[config.mk]
export PLATFORM = sky130hd
export DESIGN_NAME = icache_flat
export DESIGN_NICKNAME = d
export VERILOG_FILES = /design/src/rtl/icache_pkg.sv /design/src/rtl/icache_if.sv /design/src/rtl/icache_array.sv /design/src/rtl/icache.sv /design/src/flat_wrapper.sv
export SDC_FILE = /design/constraint.sdc
export NUM_CORES = 1
export LEC_CHECK = 0
export CORE_MARGIN = 4
export CORE_UTILIZATION = 36
export CTS_BUF_LIST = sky130_fd_sc_hd__clkbuf_4
export CTS_CLUSTER_DIAMETER = 100
export DETAILED_ROUTE_END_ITERATION = 10
export PLACE_DENSITY = 0.52
export RECOVER_POWER = 100
export SLEW_MARGIN = 40
export SYNTH_ARGS = -nofsm -noshare
export SYNTH_HDL_FRONTEND = slang
export SYNTH_SLANG_ARGS = --single-unit
[constraint.sdc]
create_clock -name CLK -period 10.65 [get_ports CLK]
set_input_delay 1.065 -clock CLK [delete_from_list [all_inputs] [get_ports CLK]]
set_output_delay 1.065 -clock CLK [all_outputs]
set_load 0.01 [all_outputs]
[src/rtl/icache_pkg.sv]
// Shared types for the instruction cache: word type, frame and address layouts.
// Optional statistics counters are enabled with ICACHE_STATS_EN.
package icache_pkg;

  localparam int unsigned WORD_W         = 32;
  localparam int unsigned ICACHE_NFRAMES = 16;
  localparam int unsigned ICACHE_IDX_W   = $clog2(ICACHE_NFRAMES);
  localparam int unsigned ICACHE_TAG_W   = WORD_W - 2 - ICACHE_IDX_W;

  typedef logic [WORD_W-1:0] word_t;

  typedef struct packed {
    logic [ICACHE_TAG_W-1:0] tag;
    logic [ICACHE_IDX_W-1:0] idx;
    logic [1:0]              bytoff;
  } icachef_t;

  typedef struct packed {
    logic                    valid;
    logic [ICACHE_TAG_W-1:0] tag;
    word_t                   data;
  } icache_frame_t;

endpackage

[src/rtl/icache_if.sv]
// Fetch-side and memory-side signals of the instruction cache.
// Counter outputs exist only when ICACHE_STATS_EN is defined.
interface icache_if;
  import icache_pkg::*;

  logic  imemREN;
  word_t imemaddr;
  logic  ihit;
  word_t imemload;
  logic  iREN;
  word_t iaddr;
  logic  iwait;
  word_t iload;
`ifdef ICACHE_STATS_EN
  logic [31:0] hit_count;
  logic [31:0] miss_count;
`endif

  modport slave (
    input  imemREN, imemaddr, iwait, iload,
    output ihit, imemload, iREN, iaddr
`ifdef ICACHE_STATS_EN
    , output hit_count, miss_count
`endif
  );

  modport master (
    output imemREN, imemaddr, iwait, iload,
    input  ihit, imemload, iREN, iaddr
`ifdef ICACHE_STATS_EN
    , input hit_count, miss_count
`endif
  );

endinterface

[src/rtl/icache_array.sv]
// Direct-mapped frame storage: one indexed read port, one write port.
// Valid bits clear synchronously on reset; tag/data arrays are not reset.
module icache_array
  import icache_pkg::*;
#(
  parameter  int unsigned NFRAMES = ICACHE_NFRAMES,
  localparam int unsigned IDX_W   = $clog2(NFRAMES),
  localparam int unsigned TAG_W   = WORD_W - 2 - IDX_W
) (
  input  logic             clk,
  input  logic             rst,
  input  logic [IDX_W-1:0] rd_idx,
  output logic             rd_valid,
  output logic [TAG_W-1:0] rd_tag,
  output word_t            rd_data,
  input  logic             wr_en,
  input  logic [IDX_W-1:0] wr_idx,
  input  logic [TAG_W-1:0] wr_tag,
  input  word_t            wr_data
);

  logic [NFRAMES-1:0] valid;
  logic [TAG_W-1:0]   tags [NFRAMES];
  word_t              data [NFRAMES];

  always_ff @(posedge clk) begin
    if (rst) begin
      valid <= '0;
    end else if (wr_en) begin
      valid[wr_idx] <= 1'b1;
    end
  end

  // A write coinciding with reset is dropped so no stale frame can become valid.
  always_ff @(posedge clk) begin
    if (wr_en && !rst) begin
      tags[wr_idx] <= wr_tag;
      data[wr_idx] <= wr_data;
    end
  end

  assign rd_valid = valid[rd_idx];
  assign rd_tag   = tags[rd_idx];
  assign rd_data  = data[rd_idx];

endmodule

[src/rtl/icache.sv]
// Direct-mapped, one-word-block instruction cache with same-cycle hit and
// blocking miss fill. Define ICACHE_STATS_EN to add hit/miss counters.
module icache
  import icache_pkg::*;
#(
  parameter int unsigned NFRAMES = ICACHE_NFRAMES
) (
  input  logic    CLK,
  input  logic    RST,
  icache_if.slave bus
);

  localparam int unsigned IDX_W = $clog2(NFRAMES);
  localparam int unsigned TAG_W = WORD_W - 2 - IDX_W;

  localparam logic [0:0] COMPARE = 1'b0;
  localparam logic [0:0] FETCH   = 1'b1;

  logic [0:0]       state;
  logic [0:0]       state_next;
  logic [IDX_W-1:0] idx;
  logic [TAG_W-1:0] tag;
  logic             rd_valid;
  logic [TAG_W-1:0] rd_tag;
  word_t            rd_data;
  logic             wr_en;
  logic             hit;

  assign idx = bus.imemaddr[2 +: IDX_W];
  assign tag = bus.imemaddr[WORD_W-1 -: TAG_W];

  icache_array #(
    .NFRAMES (NFRAMES)
  ) u_array (
    .clk      (CLK),
    .rst      (RST),
    .rd_idx   (idx),
    .rd_valid (rd_valid),
    .rd_tag   (rd_tag),
    .rd_data  (rd_data),
    .wr_en    (wr_en),
    .wr_idx   (idx),
    .wr_tag   (tag),
    .wr_data  (bus.iload)
  );

  always_ff @(posedge CLK) begin
    if (RST) begin
      state <= COMPARE;
    end else begin
      state <= state_next;
    end
  end

  assign hit = bus.imemREN && rd_valid && (rd_tag == tag);

  // Fill always uses the address presented in the completing cycle (redirect-safe).
  always_comb begin
    state_next   = state;
    bus.ihit     = 1'b0;
    bus.imemload = '0;
    bus.iREN     = 1'b0;
    wr_en        = 1'b0;
    case (state)
      COMPARE: begin
        if (hit) begin
          bus.ihit     = 1'b1;
          bus.imemload = rd_data;
        end else if (bus.imemREN) begin
          state_next = FETCH;
        end
      end
      FETCH: begin
        bus.iREN = 1'b1;
        if (!bus.iwait) begin
          wr_en      = 1'b1;
          state_next = COMPARE;
        end
      end
      default: state_next = COMPARE;
    endcase
  end

  assign bus.iaddr = {bus.imemaddr[WORD_W-1:2], 2'b00};

`ifdef ICACHE_STATS_EN
  logic [31:0] hit_count;
  logic [31:0] miss_count;

  always_ff @(posedge CLK) begin
    if (RST) begin
      hit_count  <= '0;
      miss_count <= '0;
    end else begin
      if (bus.ihit) begin
        hit_count <= hit_count + 32'd1;
      end
      if ((state == COMPARE) && (state_next == FETCH)) begin
        miss_count <= miss_count + 32'd1;
      end
    end
  end

  assign bus.hit_count  = hit_count;
  assign bus.miss_count = miss_count;
`endif

endmodule

[src/flat_wrapper.sv]
// flat-port wrapper written by rule: the top's interface ports become plain ports
module icache_flat import icache_pkg::*;
#(
  parameter int unsigned NFRAMES = ICACHE_NFRAMES
)
  (CLK, RST, bus_imemREN, bus_imemaddr, bus_iwait, bus_iload, bus_ihit, bus_imemload, bus_iREN, bus_iaddr);
  icache_if bus_i ();
  input  logic CLK;
  input  logic RST;
  input wire logic [$bits(bus_i.imemREN)-1:0] bus_imemREN;
  input wire logic [$bits(bus_i.imemaddr)-1:0] bus_imemaddr;
  input wire logic [$bits(bus_i.iwait)-1:0] bus_iwait;
  input wire logic [$bits(bus_i.iload)-1:0] bus_iload;
  output wire logic [$bits(bus_i.ihit)-1:0] bus_ihit;
  output wire logic [$bits(bus_i.imemload)-1:0] bus_imemload;
  output wire logic [$bits(bus_i.iREN)-1:0] bus_iREN;
  output wire logic [$bits(bus_i.iaddr)-1:0] bus_iaddr;
  assign bus_i.imemREN = bus_imemREN;
  assign bus_i.imemaddr = bus_imemaddr;
  assign bus_i.iwait = bus_iwait;
  assign bus_i.iload = bus_iload;
  assign bus_ihit = bus_i.ihit;
  assign bus_imemload = bus_i.imemload;
  assign bus_iREN = bus_i.iREN;
  assign bus_iaddr = bus_i.iaddr;
  icache #(.NFRAMES(NFRAMES)) u_core (.CLK(CLK), .RST(RST), .bus(bus_i));
endmodule
==> impl_metrics.ini <==
[placed_design]
pre_cts_ws_ns = 3.45
place_congestion = 0.714
hpwlAfterDp_um = 45000
place.port_buffers = 129

[synth]
synth_ff_type = edfxtp_1
async_flop_share_pct = 0
synth_most_common_cell = edfxtp_1
ys_ff_latch = 945
syn-instance-count = 1614
ys_types = 60
synth-edff-count = 928
synth_top_area_share_pct = 74.8
yosysTopAreaCell = edfxtp_1
syn_avg_cell_area_um2 = 23.1
synthTopCellsByArea = edfxtp_1 75%, mux4_2 15%, mux2i_1 1.6%
synth.cell_area_mm2 = 0.0372
synth_warnings = 0
synthTopCellsByCount = 928 x edfxtp_1, 247 x mux4_2, 58 x mux2i_1
yosysSeqAreaShare_pct = 75.7

[sta]
rsz0062_at_grt = no
worst_pin_slew_ns = 4.49
fmax_mhz = 116
worst_slack_ns = 2.04
fin_crit_ns = 8.61
slew_headroom_pct = -199
final.setup.tns_ns = 0
setup_viol = 0
maxSlewViolCount = 909
hold_viol = 0
post-route-period-util_pct = 80.8
finClkSkew_ns = 0.0583

[route]
via_per_inst = 5.09
dr.first_iter.drc_count = 1291
vias = 17700
dr_wl_met3_um = 4590
wirelength_um = 87200
dr.max_layer_used = met5
antenna_left = 0
wl_met2_um = 43100
drt-pass1-iter-count = 5
routedWlPerCell_um = 25.2
wl_met1_um = 37900
post-route-drc-count = 0

[pwr]
p_int_mw = 5.78
irDropWorstVdd_mv = 0.0838
p_leak_nw = 13.4
power_frac_seq_pct = 55.3
clock_power_share_pct = 39.8
p_sw_share_pct = 21.9
p_switching_mw = 1.62
power.total_mw = 7.40
comb_power_share_pct = 4.9
cellPowerDensity_mw_per_mm2 = 174

[clock_network]
cts_setup_buffers = 0
root_buffer = clkbuf_4
cts_resized = 0
clock_latency_ns = 1.08
numCtsBuffers = 233
clk_path_buf_depth = 3
cts_sinks = 945
cts_hold_buf = 0
cts_tree = built
htreeDepth = 4
clk_pin_slew_ns = 0.07

[global_routing]
grt.overflow.total = 0
grt_max_degree = 73
grt_pass1_wl_um = 128000
grt_pass1_vias = 19300
grt_usage_pct = 16.3
antenna_found_initial = 10

[die]
rows = 117
start_util_pct = 36.5
die-height_um = 330
ioPinCount = 134
die-area_mm2 = 0.109
core_area_mm2 = 0.102
die_w_um = 330

[setup_path]
crit_path_max_fanout = 49
worstSetupStartpointType = input pin
cp_slowest_cell = clkbuf_1
required_ns = 11.16
path_class = in2reg
crit_arrival_ns = 9.12
max_stage_delay_ns = 3.21
cpMostUsedCell = clkbuf_1
r2r_slack_ns = 4.47
path_cells = buf_8 > buf_6 > inv_1 > clkbuf_1 > nand4_1 > nor2_1 > clkbuf_1
end_kind = flip-flop

[flow_run]
maxCapViolations = 28

[layout]
nets = 1981
drive_gt1_share_pct = 30.1
syn_to_final_growth_pct = 14.3

[run_status]
outcome = complete, but fails checks
violations = capacitance limit, slew limit

[min_path]
min_path_type = reg2reg
-- layout make-up --
| type | count | area, um2 |
|---|---|---|
| Fill cell | 9138 | 59600 |
| Sequential cell | 945 | 28200 |
| Multi-Input combinational cell | 527 | 8020 |
| Clock buffer | 322 | 2420 |
| Tap cell | 1368 | 1710 |
| Timing Repair Buffer | 181 | 1550 |
| Clock inverter | 94 | 554 |
| Inverter | 25 | 96.3 |
| Antenna cell | 6 | 15.0 |
-- final timing paths --
check,from,to,depth (start not counted)
max,bus_imemaddr[2],u_core.u_array.data[14][1]$_DFFE_PP_,7
min,u_core.u_array.valid[9]$_SDFFE_PP0P_,u_core.u_array.valid[9]$_SDFFE_PP0P_,2
max reg2reg,u_core.state$_SDFF_PP0_,u_core.u_array.data[11][8]$_DFFE_PP_,3
min reg2reg,u_core.u_array.valid[9]$_SDFFE_PP0P_,u_core.u_array.valid[9]$_SDFFE_PP0P_,2
-- metal layers --
layer | vias to the layer above | track usage (%)
met3 | 123 | 3.65
met4 | 2 | 4.86
met2 | 490 | 26.9
li1 | 7601 | -
met1 | 9435 | 21.8
met5 | - | 0
-- placed cells by master (no fill, tap or decap), types with 3 or more instances in the layout --
cell	count
nor2b_1	5
mux4_2	247
o21ai_0	5
a32oi_1	3
buf_4	7
nand3_1	5
bufinv_16	5
clkbuf_4	322
nand2_1	14
clkinv_1	63
mux4_1	17
nor3b_1	32
inv_6	6
xnor2_1	19
or3_1	3
clkinv_2	14
nand4_1	7
dfxtp_1	17
clkbuf_1	45
clkdlybuf4s50_1	32
a22oi_1	3
xor2_1	8
a31oi_1	4
inv_1	24
mux2i_1	58
buf_6	4
nand2b_1	3
a21oi_1	4
nor2_1	25
dlygate4sd3_1	90
diode_2	6
clkinv_4	3
o22ai_1	21
o22a_1	4
mux2_2	5
edfxtp_1	928
-- metrics by stage --
stage | area, um2 | hold slack [ns] | utilization [%] | std cells
6_report | 42600 | 0.476 | 41.7 | 3468
2_1_floorplan | 37300 | 0.449 | - | 1615
3_3_place_gp | 39900 | 0.462 | 39.0 | 3036
4_1_cts | 43100 | 0.317 | 42.2 | 3462
5_1_grt | 42600 | 0.489 | 41.7 | 3463
3_5_place_dp | 40100 | 0.462 | 39.3 | 3046
-- worst max-delay path, delay by kind of cell --
| kind | cells | cell delay (ns) |
|---|---|---|
| buffers and inverters | 5 | 5.56 |
| and+or+nand+nor | 2 | 2.31 |
-- power groups by stage --
stage / combinational [mW] / sequential (mW) / clock, mW
after floorplan: 0.228 / 4.17 / 0
after global placement: 0.371 / 4.17 / 0
after detailed placement: 0.377 / 4.17 / 0
after CTS: 0.379 / 4.09 / 3.06
after global routing: 0.391 / 4.09 / 3.27
final: 0.359 / 4.09 / 2.95
-- state kept, by name, indices dropped and copies added, names as in the netlist --
name and count:
u_core.u_array.tags 416, u_core.u_array.data 512, u_core.u_array.valid 16, u_core.state 1
-- cells by family (layout without fill, tap and decap cells) --
group                     count (synthesis)  count (layout)  synth area share, %
buffers and inverters                   143             622                 2.43
DFF                                     945             945                 75.7
other                                     1               8               0.0101
AOI/OAI and AO/OA                        63              63                 1.20
muxes                                   327             327                 17.8
and+or+nand+nor                         108             108                 2.15
xor gates and xnor gates                 27              27                0.635
(Power assumes the default switching activity.)
==> RTL edit (config.mk and constraints unchanged) <==
The package constant `WORD_W` goes from 32 to 64.
--- a/src/rtl/icache_pkg.sv
+++ b/src/rtl/icache_pkg.sv
@@ -2,7 +2,7 @@
 // Optional statistics counters are enabled with ICACHE_STATS_EN.
 package icache_pkg;
 
-  localparam int unsigned WORD_W         = 32;
+  localparam int unsigned WORD_W         = 64;
   localparam int unsigned ICACHE_NFRAMES = 16;
   localparam int unsigned ICACHE_IDX_W   = $clog2(ICACHE_NFRAMES);
   localparam int unsigned ICACHE_TAG_W   = WORD_W - 2 - ICACHE_IDX_W;
Ports: changed (resized bus_iaddr, bus_iload, bus_imemaddr and bus_imemload); port bits go from 134 to 262. No check against the original RTL was run, so the function may have changed too.
==> RTL edit against the original RTL <==
The flow still finishes with violations (capacitance limit, slew limit); setup slack got worse by 0.26 ns; combinational power rose by 130%; total power rose by 110%; critical path depth did not move; count of clock-buffer cells in the layout rose by 458; routed wire length rose by 140%; final area rose by 110%; sequential power rose by 110%; worst hold slack got worse by 0.19 ns; sequential cell count rose by 1024; clock power rose by 120%; via count rose by 120%; synthesized area rose by 110%; critical endpoint is now u_core.u_array.tags[8][23]$_DFFE_PP_.
==> RTL edit: results (changes against the original RTL) <==
stage,metric,value,unit,change
finish,layout cell share with drive strength beyond 1,31.9,%,+1.8 points
worst_setup_path,"Arr. time, crit path",9.59,ns,+0.47 ns
worst_setup_path,crit path to,u_core.u_array.tags[8][23]$_DFFE_PP_,,
hold_path,WHS Endpoint,u_core.u_array.valid[2]$_SDFFE_PP0P_,,
timing,Final Worst Setup Slack,1.78,ns,-0.257 ns
finish,FILL cells,18960,,+110%
finish,count of plain and timing-repair buffers,400,,+120%
worst_setup_path,R2R Setup Slk,3.07,ns,-1.40 ns
place,routability cong.,0.785,,+10%
clocking,clock latency on the worst-skew pair,1.29,ns,+0.21 ns
job,number of max-cap violations,52,,+86%
yosys,sequential fraction of the synthesis area,76.4,%,+0.68 points
status,failing checks,"capacitance limit, slew limit",,
timing,count of final max-slew check failures,1891,,+110%
global_routing,largest net degree at the start of global routing,113,,+55%
finish,final net count,4242,,+110%
place,"worst slack, placed",2.77,ns,-0.671 ns
status,status,"finished, violations left",,
yosys,multiplexer area fraction after synthesis,17.2,%,-0.63 points
global_routing,number of global-route vias before repair,40776,,+110%
finish,antenna cells,16,,+10
clocking,CTS HTree Levels,6,,+2
finish,register area,59000,um^2,+110%
yosys,number of synthesized flops with an enable pin,1952,,+110%
clocking,CTS Buf Count,545,,+130%
RTL edit: cell types whose count changed in the layout (fill, tap and decap cells not counted), sizes merged, moves of 33 or more:
cell / delta
edfxtp: +1024
clkbuf: +517
mux4: +252
dlygate4sd3: +116
mux2i: +93
inv: +33
RTL edit: through the flow:
stage / cell area (um^2) / utilization (%)
floorplan: 77200 / -
global placement: 83100 / 39.1
detailed placement: 83400 / 39.2
CTS: 89800 / 42.2
global route: 89100 / 41.9
finish: 89100 / 41.9
RTL edit: worst max-delay path: stages:
cell	delay (ns)
clkbuf_1	0.68
buf_12	0.50
nor2_1	0.76
nand2_1	0.47
nor2_1	0.97
clkbuf_1	0.83
dlymetal6s4s_1	3.90
RTL edit: where the power goes:
part,switching (mW),total [mW],internal (mW)
combinational,0.489,0.818,0.328
clock,3.02,6.47,3.46
sequential,0.00362,8.54,8.54
